==> src/rtl/e203_exu_oitf_trk.sv <==
// Outstanding instruction track FIFO for long-pipe ops: allocates itags at
// dispatch, retires in order at writeback and flags RAW/WAW hazards.
module e203_exu_oitf_trk #(
    parameter  int DEPTH = 2,
    localparam int PTR_W = $clog2(DEPTH)
) (
    input  logic             clk,
    input  logic             rst,
    input  logic             dis_ena,
    output logic             dis_ready,
    output logic [PTR_W-1:0] dis_ptr,
    input  logic [4:0]       dis_rdidx,
    input  logic             dis_rdwen,
    input  logic             dis_rdfpu,
    input  logic [31:0]      dis_pc,
    input  logic [4:0]       dis_rs1idx,
    input  logic [4:0]       dis_rs2idx,
    input  logic [4:0]       dis_rs3idx,
    input  logic             dis_rs1en,
    input  logic             dis_rs2en,
    input  logic             dis_rs3en,
    input  logic             dis_rs1fpu,
    input  logic             dis_rs2fpu,
    input  logic             dis_rs3fpu,
    input  logic             ret_ena,
    output logic             oitf_empty,
    output logic             oitf_full,
    output logic [PTR_W-1:0] oitf_ret_ptr,
    output logic [4:0]       oitf_ret_rdidx,
    output logic [31:0]      oitf_ret_pc,
    output logic             oitf_ret_rdwen,
    output logic             oitf_ret_rdfpu,
    output logic             oitfrd_match_disprs1,
    output logic             oitfrd_match_disprs2,
    output logic             oitfrd_match_disprs3,
    output logic             oitfrd_match_disprd
);

    logic [PTR_W-1:0] wr_ptr, rd_ptr;
    logic             wr_flg, rd_flg;
    logic             vld   [DEPTH];
    logic [4:0]       rdidx [DEPTH];
    logic             rdwen [DEPTH];
    logic             rdfpu [DEPTH];
    logic [31:0]      pc    [DEPTH];

    logic dis_fire, ret_fire;

    assign oitf_empty = (wr_ptr == rd_ptr) && (wr_flg == rd_flg);
    assign oitf_full  = (wr_ptr == rd_ptr) && (wr_flg != rd_flg);
    // Readiness comes from registered state only, so a same-cycle retire never frees a slot.
    assign dis_ready  = ~oitf_full;
    assign dis_fire   = dis_ena & dis_ready;
    assign ret_fire   = ret_ena & ~oitf_empty;
    assign dis_ptr    = wr_ptr;

    always_ff @(posedge clk or posedge rst) begin
        if (rst) begin
            wr_ptr <= '0;
            rd_ptr <= '0;
            wr_flg <= 1'b0;
            rd_flg <= 1'b0;
            for (int e = 0; e < DEPTH; e++) begin
                vld[e]   <= 1'b0;
                rdidx[e] <= '0;
                rdwen[e] <= 1'b0;
                rdfpu[e] <= 1'b0;
                pc[e]    <= '0;
            end
        end else begin
            // Retired entries are zeroed so the ret_* outputs read 0 while empty.
            if (ret_fire) begin
                vld[rd_ptr]   <= 1'b0;
                rdidx[rd_ptr] <= '0;
                rdwen[rd_ptr] <= 1'b0;
                rdfpu[rd_ptr] <= 1'b0;
                pc[rd_ptr]    <= '0;
                if (rd_ptr == PTR_W'(DEPTH - 1)) begin
                    rd_ptr <= '0;
                    rd_flg <= ~rd_flg;
                end else begin
                    rd_ptr <= rd_ptr + 1'b1;
                end
            end
            if (dis_fire) begin
                vld[wr_ptr]   <= 1'b1;
                rdidx[wr_ptr] <= dis_rdidx;
                rdwen[wr_ptr] <= dis_rdwen;
                rdfpu[wr_ptr] <= dis_rdfpu;
                pc[wr_ptr]    <= dis_pc;
                if (wr_ptr == PTR_W'(DEPTH - 1)) begin
                    wr_ptr <= '0;
                    wr_flg <= ~wr_flg;
                end else begin
                    wr_ptr <= wr_ptr + 1'b1;
                end
            end
        end
    end

    assign oitf_ret_ptr   = rd_ptr;
    assign oitf_ret_rdidx = rdidx[rd_ptr];
    assign oitf_ret_pc    = pc[rd_ptr];
    assign oitf_ret_rdwen = rdwen[rd_ptr];
    assign oitf_ret_rdfpu = rdfpu[rd_ptr];

    // Hazards use pre-edge state, so an entry retiring this cycle still matches.
    always_comb begin
        oitfrd_match_disprs1 = 1'b0;
        oitfrd_match_disprs2 = 1'b0;
        oitfrd_match_disprs3 = 1'b0;
        oitfrd_match_disprd  = 1'b0;
        for (int e = 0; e < DEPTH; e++) begin
            if (vld[e] && rdwen[e]) begin
                oitfrd_match_disprs1 |= dis_rs1en & (rdidx[e] == dis_rs1idx) & (rdfpu[e] == dis_rs1fpu);
                oitfrd_match_disprs2 |= dis_rs2en & (rdidx[e] == dis_rs2idx) & (rdfpu[e] == dis_rs2fpu);
                oitfrd_match_disprs3 |= dis_rs3en & (rdidx[e] == dis_rs3idx) & (rdfpu[e] == dis_rs3fpu);
                oitfrd_match_disprd  |= dis_rdwen & (rdidx[e] == dis_rdidx)  & (rdfpu[e] == dis_rdfpu);
            end
        end
    end

endmodule

==> config.mk <==
export PLATFORM = sky130hd
export DESIGN_NAME = e203_exu_oitf_trk
export DESIGN_NICKNAME = d
export VERILOG_FILES = /design/src/rtl/e203_exu_oitf_trk.sv
export SDC_FILE = /design/constraint.sdc
export NUM_CORES = 1
export LEC_CHECK = 0
export BUFFER_PORTS_ARGS = -buffer_cell sky130_fd_sc_hd__buf_4
export CORE_ASPECT_RATIO = 0.8
export CORE_UTILIZATION = 50
export CTS_BUF_LIST = sky130_fd_sc_hd__clkbuf_4
export DETAILED_ROUTE_END_ITERATION = 12
export HOLD_SLACK_MARGIN = 0.1
export PLACE_DENSITY_LB_ADDON = 0.25
export SETUP_SLACK_MARGIN = 0.2
export SLEW_MARGIN = 10
export SYNTH_ARGS = -nofsm -noshare
export SYNTH_HDL_FRONTEND = slang
export SYNTH_SLANG_ARGS = --single-unit
==> constraint.sdc <==
create_clock -name clk -period 3.8 [get_ports clk]
set_clock_uncertainty 0.2 [all_clocks]
set_input_delay 0.38 -clock clk [delete_from_list [all_inputs] [get_ports clk]]
set_output_delay 0.38 -clock clk [all_outputs]
set_load 0.1 [all_outputs]
; ---- Word level (Yosys, flattened, before mapping)
; Index checks and enable logic that the tools add are counted.
[totals]
ff_bits = 84
inputBits = 64
output_inout_bits = 48
[classes]
addsub = 2
n_lt_le_gt_ge = 4
n_eq_ne = 19
n_mux = 48
n_bitwise = 37
n_reduce_logical = 8
[op_table]
columns = cell, n
row1 = 32-bit two-way mux, 5
row2 = 64-bit two-way mux, 2
row3 = 64-bit bitwise AND, 1
row4 = 64-bit bitwise mux, 1
row5 = 32-bit demux with 1-bit select, 2
row6 = 64-bit NOT, 1
row7 = 5-bit equality test, 8
row8 = 5-bit two-way mux, 5
row9 = 10-bit two-way mux, 2
row10 = 1-bit bitwise AND, 18
row11 = 1-bit two-way mux, 18
row12 = 2-bit two-way mux, 6
row13 = 10-bit bitwise AND, 1
row14 = 10-bit bitwise mux, 1
row15 = 5-bit demux with 1-bit select, 2
row16 = 1-bit equality test, 10
row17 = 10-bit NOT, 1
row18 = 2-bit bitwise AND, 3
row19 = 1-bit logical AND, 6
row20 = 2-bit bitwise mux, 2
row21 = "2-bit >= comparator, second input constant", 2
row22 = "2-bit by 1-bit < comparator with 1-bit output, second input constant", 2
row23 = 1-bit NOT, 4
row24 = 1-bit NOT with 2-bit output, 2
row25 = 7 further kinds, 13

; ---- Logic depth before layout (Yosys ltp)
; Gate-level depths: netlist of the first run.
[depth]
depth_word = 10
ltp_mapped = 7
ltp_nobuf = 4

; ---- Worst setup path after synthesis of the first run
; Ideal clock, no wire load.
[synth_path]
path_type = register to output
startpoint = register rdidx[8] in the netlist's numbering
endpoint = output oitfrd_match_disprs1
t_arrival_ns = 3.240
required_ns = 3.220
setup_slack_ns = -0.020
stages_incl_launch_ff = 6
path_buffers = 1
path_cell_list = dfrtp_1 -> clkbuf_1 -> xor2_1 -> nor4_1 -> nand4_1 -> a21boi_0
[synth_between]
elab_chain_len = 6
[synth_rtl]
columns = item, line_no
row1 = "start, declared", 42  ; logic [4:0] rdidx [DEPTH];
row2 = "start signal, assigned by index", 87  ; rdidx[wr_ptr] <= dis_rdidx;
row3 = 5-bit equality test (*), 115  ; oitfrd_match_disprs1 |= dis_rs1en & (rdidx[e] == dis_rs1idx) & (rdfpu[e] == dis_rs1fpu);
row4 = 1-bit bitwise AND (*) (2 in series), 115
row5 = 1-bit two-way mux (*), 114  ; if (vld[e] && rdwen[e]) begin
row6 = 1-bit OR, 115
row7 = 1-bit two-way mux (*), 114
row8 = "end, declared", 33  ; output logic oitfrd_match_disprs1,
; Every way passes the cells marked *; elsewhere a longest branch is shown, timed or not.

; ---- Worst setup path after layout of the first run
[layout_path]
startpoint = input dis_rdidx[1]
endpoint = output oitfrd_match_disprd
[layout_between]
elab_chain_len = 6
[layout_rtl]
columns = item, line_no
row1 = "start, declared", 12  ; input logic [4:0] dis_rdidx,
row2 = 5-bit equality test, 118  ; oitfrd_match_disprd |= dis_rdwen & (rdidx[e] == dis_rdidx) & (rdfpu[e] == dis_rdfpu);
row3 = 1-bit bitwise AND (2 in series), 118
row4 = 1-bit two-way mux, 114
row5 = 1-bit OR, 118
row6 = 1-bit two-way mux (*), 114
row7 = "end, declared", 36  ; output logic oitfrd_match_disprd
; Marked as above.

==> impl_metrics.py, run 1 <==
metrics = {
    "synth": {
        "async_reset_ff_share_pct": 100,
        "syn_avg_cell_area_um2": 9.67,
        "yosysWarningCount": 0,
        "synth.largest_area_cell": "dfrtp_1",
        "seq_area_frac_synth_pct": 46.8,
        "syn_inst": 464,
        "synth_edf_count": 0,
        "synth_ff_type": "dfrtp_1",
        "synth.distinct_cells": 31,
        "synth_top_cell_area_share_pct": 46.8,
        "synth_nets": 528,
        "yosysMostFrequentCell": "dfrtp_1",
        "netlist_top_cells_count": "84 x dfrtp_1, 79 x nand3_1, 79 x o21ai_0",
        "syn_area_um2": 4490,
        "synth_area_leaders": "dfrtp_1 47%, mux2_2 9.8%, nand3_1 8.8%",
        "ys_ff_latch": 84,
    },
    "sta": {
        "report.final.slew_viol_count": 0,
        "worstMarginPinSlew_ns": 1.05,
        "setup_viol": 0,
        "final_hold_viol_count": 0,
        "tns_ns": 0,
        "finalCritPeriodShare_pct": 74.3,
        "min_period_ns": 2.82,
        "rsz0062_at_grt": "no",
        "relSlewSlack_pct": 29.7,
        "fmax_ghz": 0.354,
    },
    "clock_tree": {
        "h-tree-depth": 3,
        "cts-root-buf": "clkbuf_4",
        "clock_path_buffers": 2,
        "cts_made_buffers": 9,
        "tritoncts": "built",
        "cts_setup_buffers": 0,
        "cts.sinks": 84,
        "clk_latency_ns": 0.42,
        "clkTransAtPathRegs_ns": 0.12,
    },
    "placement": {
        "dp_hpwl_mm": 7.04,
        "place.port_buffers": 111,
        "place_congestion": 0.834,
    },
    "critical_path": {
        "rr_worst_depth": 5,
        "regToRegSetupSlack_ns": 1.44,
        "crit_path_end_kind": "output pin",
        "startpoint_type": "input pin",
        "worstPathRequired_ns": 3.22,
        "timing.rr.start": "rd_flg",
        "critPathMaxFanout": 3,
        "setup.worst_path.start": "dis_rdidx[1]",
        "critPathArrivalTime_ns": 2.24,
        "timing.rr.end": "pc[8]",
        "crit_type": "input pin to output pin",
    },
    "global_routing": {
        "grt_max_degree": 79,
        "grt_pass1_vias": 3726,
        "grt_use_total_pct": 24.7,
        "antenna_found_initial": 0,
        "grt_pass1_wl_mm": 17.9,
        "overflow": 0,
    },
    "layout": {
        "drive_gt1_share_pct": 29.6,
        "diodes": 0,
        "final_nets": 655,
        "areaGrowthSynthToFinish_pct": 29.8,
        "utilization_pct": 67.8,
    },
    "worst_hold_path": {
        "hold_end": "pc[31]",
        "holdPathStages": 2,
        "hold_class": "flop to flop",
        "hold_path.startpoint": "pc[31]",
    },
    "die": {
        "rows": 30,
        "die_area_um2": 9360,
        "io_pins": 112,
        "coreArea_um2": 8600,
        "die_h_um": 86.7,
        "initial_core_util_pct": 52.2,
        "die_width_um": 108,
    },
    "drt": {
        "drtIter0Drc": 190,
        "drcViolationCount": 0,
        "routed_wl_mm": 10.9,
        "vias": 3794,
        "first_pass_iters": 4,
        "final_antenna_net_count": 0,
        "detail_route.wl_per_cell_um": 15.5,
        "vias_per_cell": 5.37,
    },
    "run": {
        "drv_cap": 0,
    },
    "run_status": {
        "outcome": "complete, no violations",
    },
}
==> layer usage <==
metal / vias up / track usage, % / share of wire (%)
met5: - / 0 / 0
met4: 0 / 4.73 / 0.52
met3: 5 / 5.11 / 4.8
met2: 114 / 41.7 / 49
met1: 1849 / 33.1 / 46
li1: 1826 / - / -
==> state kept, by name, summed over array words and instances (netlist names) <==
signal and flops:
oitf_ret_ptr 1, rdwen 2, rdfpu 2, dis_ptr 1, pc 64, vld 2, wr_flg 1, rdidx 10
rd_flg 1
==> cells by family (layout without fill, tap and decap cells) <==
family / Yosys count / count (layout) / share of synthesized area (%)
AOI/OAI and AO/OA: 93 / 93 / 11.3
DFF: 84 / 84 / 46.8
buffers and inverters: 84 / 215 / 8.75
xor gates and xnor gates: 52 / 52 / 10.3
muxes: 40 / 40 / 10.0
and+or+nand+nor: 111 / 111 / 12.8
==> layout make-up <==
class / count / area, um2
Fill cell: 705 / 2770
Sequential cell: 84 / 2100
Multi-Input combinational cell: 296 / 2010
Timing Repair Buffer: 159 / 1300
Inverter: 41 / 155
Tap cell: 112 / 140
Clock buffer: 9 / 67.6
Clock inverter: 6 / 56.3
==> timing repair <==
item | 4_1_cts | 5_1_grt
hold endpoints to repair | 138 | 0
hold buffers | 42 | 0
gates resized for setup | 0 | 0
==> how the worst max path moves through the flow <==
stage | to | cells after the start
floorplan | oitf_full | 4
detailed placement | pc[8] | 5
finish | oitfrd_match_disprd | 7
global route | oitfrd_match_disprd | 7
global placement | oitfrd_match_disprs2 | 5
CTS | oitfrd_match_disprd | 7
==> placed cells by master (no fill, tap or decap), drive strengths merged, types with 2 or more instances in the layout <==
cell type    netlist  routed
a21boi             3       3
a21o               2       2
a22o               2       2
buf               22     117
clkbuf            21       9
clkinv             0       6
dfrtp             84      84
dlygate4sd3        0      42
inv               41      40
mux2              39      39
nand2              8       8
nand2b             2       2
nand3             79      79
nand4              8       8
nor2               2       2
nor2b              2       2
nor4               8       8
o21ai             81      81
or2b               2       2
xnor2             26      26
xor2              26      26
==> metrics by stage <==
step	instance area [um2]	instances	hold WS, ns	setup slack (ns)
finish	5830	707	0.309	0.976
global route	5830	707	0.332	0.921
CTS	5830	707	0.315	1.00
detailed placement	5280	650	0.287	1.46
global placement	5280	650	0.276	1.56
floorplan	4490	464	0.263	0.367
==> worst max-delay path: stages <==
cell and delay [ns]:
dlygate4sd3_1 0.53, buf_4 0.15, xor2_1 0.15, nor4_1 0.34, nand4_1 0.17, a21oi_1 0.20
buf_4 0.31
Power of run 1 is not shown: default switching activity piles up to over one toggle a cycle in this logic, so the estimate is an artifact.
==> run 2, diff against run 1 <==
--- a/config.mk
+++ b/config.mk
@@ -5,6 +5,7 @@
 export SDC_FILE = /design/constraint.sdc
 export NUM_CORES = 1
 export LEC_CHECK = 0
+export ABC_AREA = 1
 export BUFFER_PORTS_ARGS = -buffer_cell sky130_fd_sc_hd__buf_4
 export CORE_ASPECT_RATIO = 0.8
 export CORE_UTILIZATION = 50
==> constraint.sdc (replaced) <==
create_clock -name clk -period 2.29 [get_ports clk]
set_clock_uncertainty 0.2 [all_clocks]
set_input_delay 0.229 -clock clk [delete_from_list [all_inputs] [get_ports clk]]
set_output_delay 0.229 -clock clk [all_outputs]
set_load 0.1 [all_outputs]
==> run 2 against run 1 <==
Worst hold slack worse by 0.093 ns. Die area grew 4.5%. Global-route usage is 5.0 points higher. Count of clock-buffer cells in the layout unchanged. Area after synthesis rose by 4.6%. Critical endpoint is now oitf_ret_pc[5].
==> impl_metrics.py, run 2 <==
metrics = {
    "placement": {
        "place.port_buffers": 111,
        "dp_hpwl_mm": 8.52,
        "place_congestion": 0.907,
        "dp.cells": 836,
        "post-place-ws_ns": 0.307,
    },
    "global_routing": {
        "use_met1_pct": 39.7,
        "grtUsageMet3_pct": 7.51,
        "use_met2_pct": 49.3,
        "grt_use_total_pct": 29.7,
        "grt_pass1_wl_mm": 22.1,
        "antenna_found_initial": 0,
        "grt_max_degree": 85,
        "grt_pass1_vias": 4575,
        "top_usage_layer": "met2",
        "overflow": 0,
    },
    "synth": {
        "yosysWarningCount": 0,
        "synth.largest_area_cell": "dfrtp_1",
        "synth_top_cell_area_share_pct": 44.8,
        "synth_nets": 699,
        "syn_avg_cell_area_um2": 7.39,
        "netlist_top_cells_count": "279 x nand2_1, 87 x nand3_1, 84 x dfrtp_1",
        "synth_edf_count": 0,
        "ys_ff_latch": 84,
        "synth_area_leaders": "dfrtp_1 45%, nand2_1 22%, nand3_1 9.3%",
        "synth.distinct_cells": 21,
        "async_reset_ff_share_pct": 100,
        "syn_inst": 635,
        "syn_area_um2": 4700,
        "seq_area_frac_synth_pct": 44.8,
        "synth_ff_type": "dfrtp_1",
        "yosysMostFrequentCell": "nand2_1",
    },
    "clock_tree": {
        "clk_latency_ns": 0.44,
        "cts_made_buffers": 9,
        "tritoncts": "built",
        "cts-root-buf": "clkbuf_4",
        "h-tree-depth": 3,
        "clkTransAtPathRegs_ns": 0.14,
        "cts.sinks": 84,
        "clock_path_buffers": 2,
    },
    "sta": {
        "report.final.slew_viol_count": 0,
        "finalCritPeriodShare_pct": 98.0,
        "worstMarginPinSlew_ns": 0.480,
        "setup_viol": 0,
        "relSlewSlack_pct": 68.0,
        "final_hold_viol_count": 0,
        "min_period_ns": 2.25,
        "fmax_ghz": 0.445,
        "hold_ws_ns": 0.215,
        "setup_slack_ns": 0.0449,
        "rsz0062_at_grt": "yes",
    },
    "layout": {
        "layout_commonest_cell": "nand2_1",
        "largest_reg_flops": 64,
        "drive_gt1_share_pct": 31.2,
        "top_regs": "pc: 64 flops, rdidx: 10 flops",
        "areaGrowthSynthToFinish_pct": 56.3,
        "regMostFlops": "pc",
        "fillers": 539,
        "diodes": 0,
        "mostFrequentLayoutCells": "273 x nand2_1, 85 x nand3_1, 80 x buf_4",
        "final_nets": 856,
        "final_cells": 912,
    },
    "die": {
        "die_h_um": 88.7,
        "rows": 31,
        "die_area_um2": 9790,
        "coreArea_um2": 9080,
        "io_pins": 112,
        "die_width_um": 110,
        "initial_core_util_pct": 51.7,
    },
    "drt": {
        "final_antenna_net_count": 0,
        "routed_wl_mm": 15.4,
        "first_pass_iters": 5,
        "detail_route.wl_per_cell_um": 16.8,
        "drtIter0Drc": 356,
        "drcViolationCount": 0,
        "vias": 4887,
        "vias_per_cell": 5.36,
    },
    "critical_path": {
        "critPathMaxFanout": 14,
        "worstPathRequired_ns": 1.86,
        "slowest_stage": "dfrtp_4",
        "crit_type": "flop to output pin",
        "critPathTopFamily": "flip-flops",
        "startpoint_type": "flop",
        "critPathArrivalTime_ns": 1.82,
        "crit_buf_inv": 2,
        "cp_slowest_stage_delay_ns": 0.60,
        "path_cells": "buf_12 -> mux2_2 -> buf_6",
        "crit_path_end_kind": "output pin",
    },
    "run": {
        "drv_cap": 0,
    },
    "run_status": {
        "outcome": "complete, no violations",
    },
    "worst_hold_path": {
        "hold_class": "input pin to asynchronous set/reset pin",
    },
}
-- run 2: cell types whose count changed in the layout (fill, tap and decap cells not counted), sizes merged, moves of 6 or more --
cell   delta
o21ai    -71
nand3     +9
nand4     -8
nand2   +272
nor4      -8
mux2      -6
xor2     -22
inv      +12
nor2     +27
xnor2    -16
buf      +19
-- run 2: cells by family after synthesis --
kind of cell	synth area share (%)
and+or+nand+nor	35.0
AOI/OAI and AO/OA	1.87
xor gates and xnor gates	2.61
buffers and inverters	7.86
DFF	44.8
muxes	7.91
-- run 2: final cells by class --
type / count / area [um2] / area share (%)
Sequential cell: 84 / 2120 / 29.0
Clock inverter: 7 / 73.8 / 1.01
Inverter: 52 / 215 / 2.93
Timing Repair Buffer: 181 / 2160 / 29.5
Clock buffer: 9 / 67.6 / 0.921
Tap cell: 115 / 144 / 1.96
Multi-Input combinational cell: 464 / 2550 / 34.7
-- run 2: worst paths after layout --
path / start / to / slack (ns) / depth (start not counted)
hold reg to reg: vld[0] / vld[0] / 0.29 / 2
setup reg to reg: oitf_ret_ptr / pc[46] / 0.18 / 6
min in group clk: vld[0] / vld[0] / 0.29 / 2
max in group asynchronous: rst / dis_ptr / 1.26 / 4
hold / removal: rst / pc[2] / 0.22 / 4
setup / recovery: oitf_ret_ptr / oitf_ret_pc[5] / 0.04 / 3
-- run 2: tightest hold or removal path, delay by kind of cell --
family | cells | cell delay, ns
buffers and inverters | 4 | 1.07
-- run 2: layer usage --
metal | vias to the layer above | routed length (um)
met5 | - | 0
met1 | 2368 | 6270
met4 | 0 | 249
met3 | 29 | 1120
li1 | 2288 | -
met2 | 202 | 7720
-- run 2: timing repair --
item	4_1_cts	5_1_grt
hold endpoints to repair	166	0
setup endpoints to repair	47	72
hold buffers	42	0
buffers inserted	6	7
pin swaps	2	10
cloned	0	5
gates resized for setup	64	152
-- run 2: per-stage QoR --
step | util, % | cell area, um2 | setup TNS (ns)
floorplan | - | 4880 | -0.148
global placement | 63.8 | 5790 | 0
detailed placement | 63.8 | 5790 | 0
CTS | 72.6 | 6590 | 0
global route | 80.9 | 7340 | -0.179
finish | 80.9 | 7340 | 0
Power of run 2 is left out for the same reason.
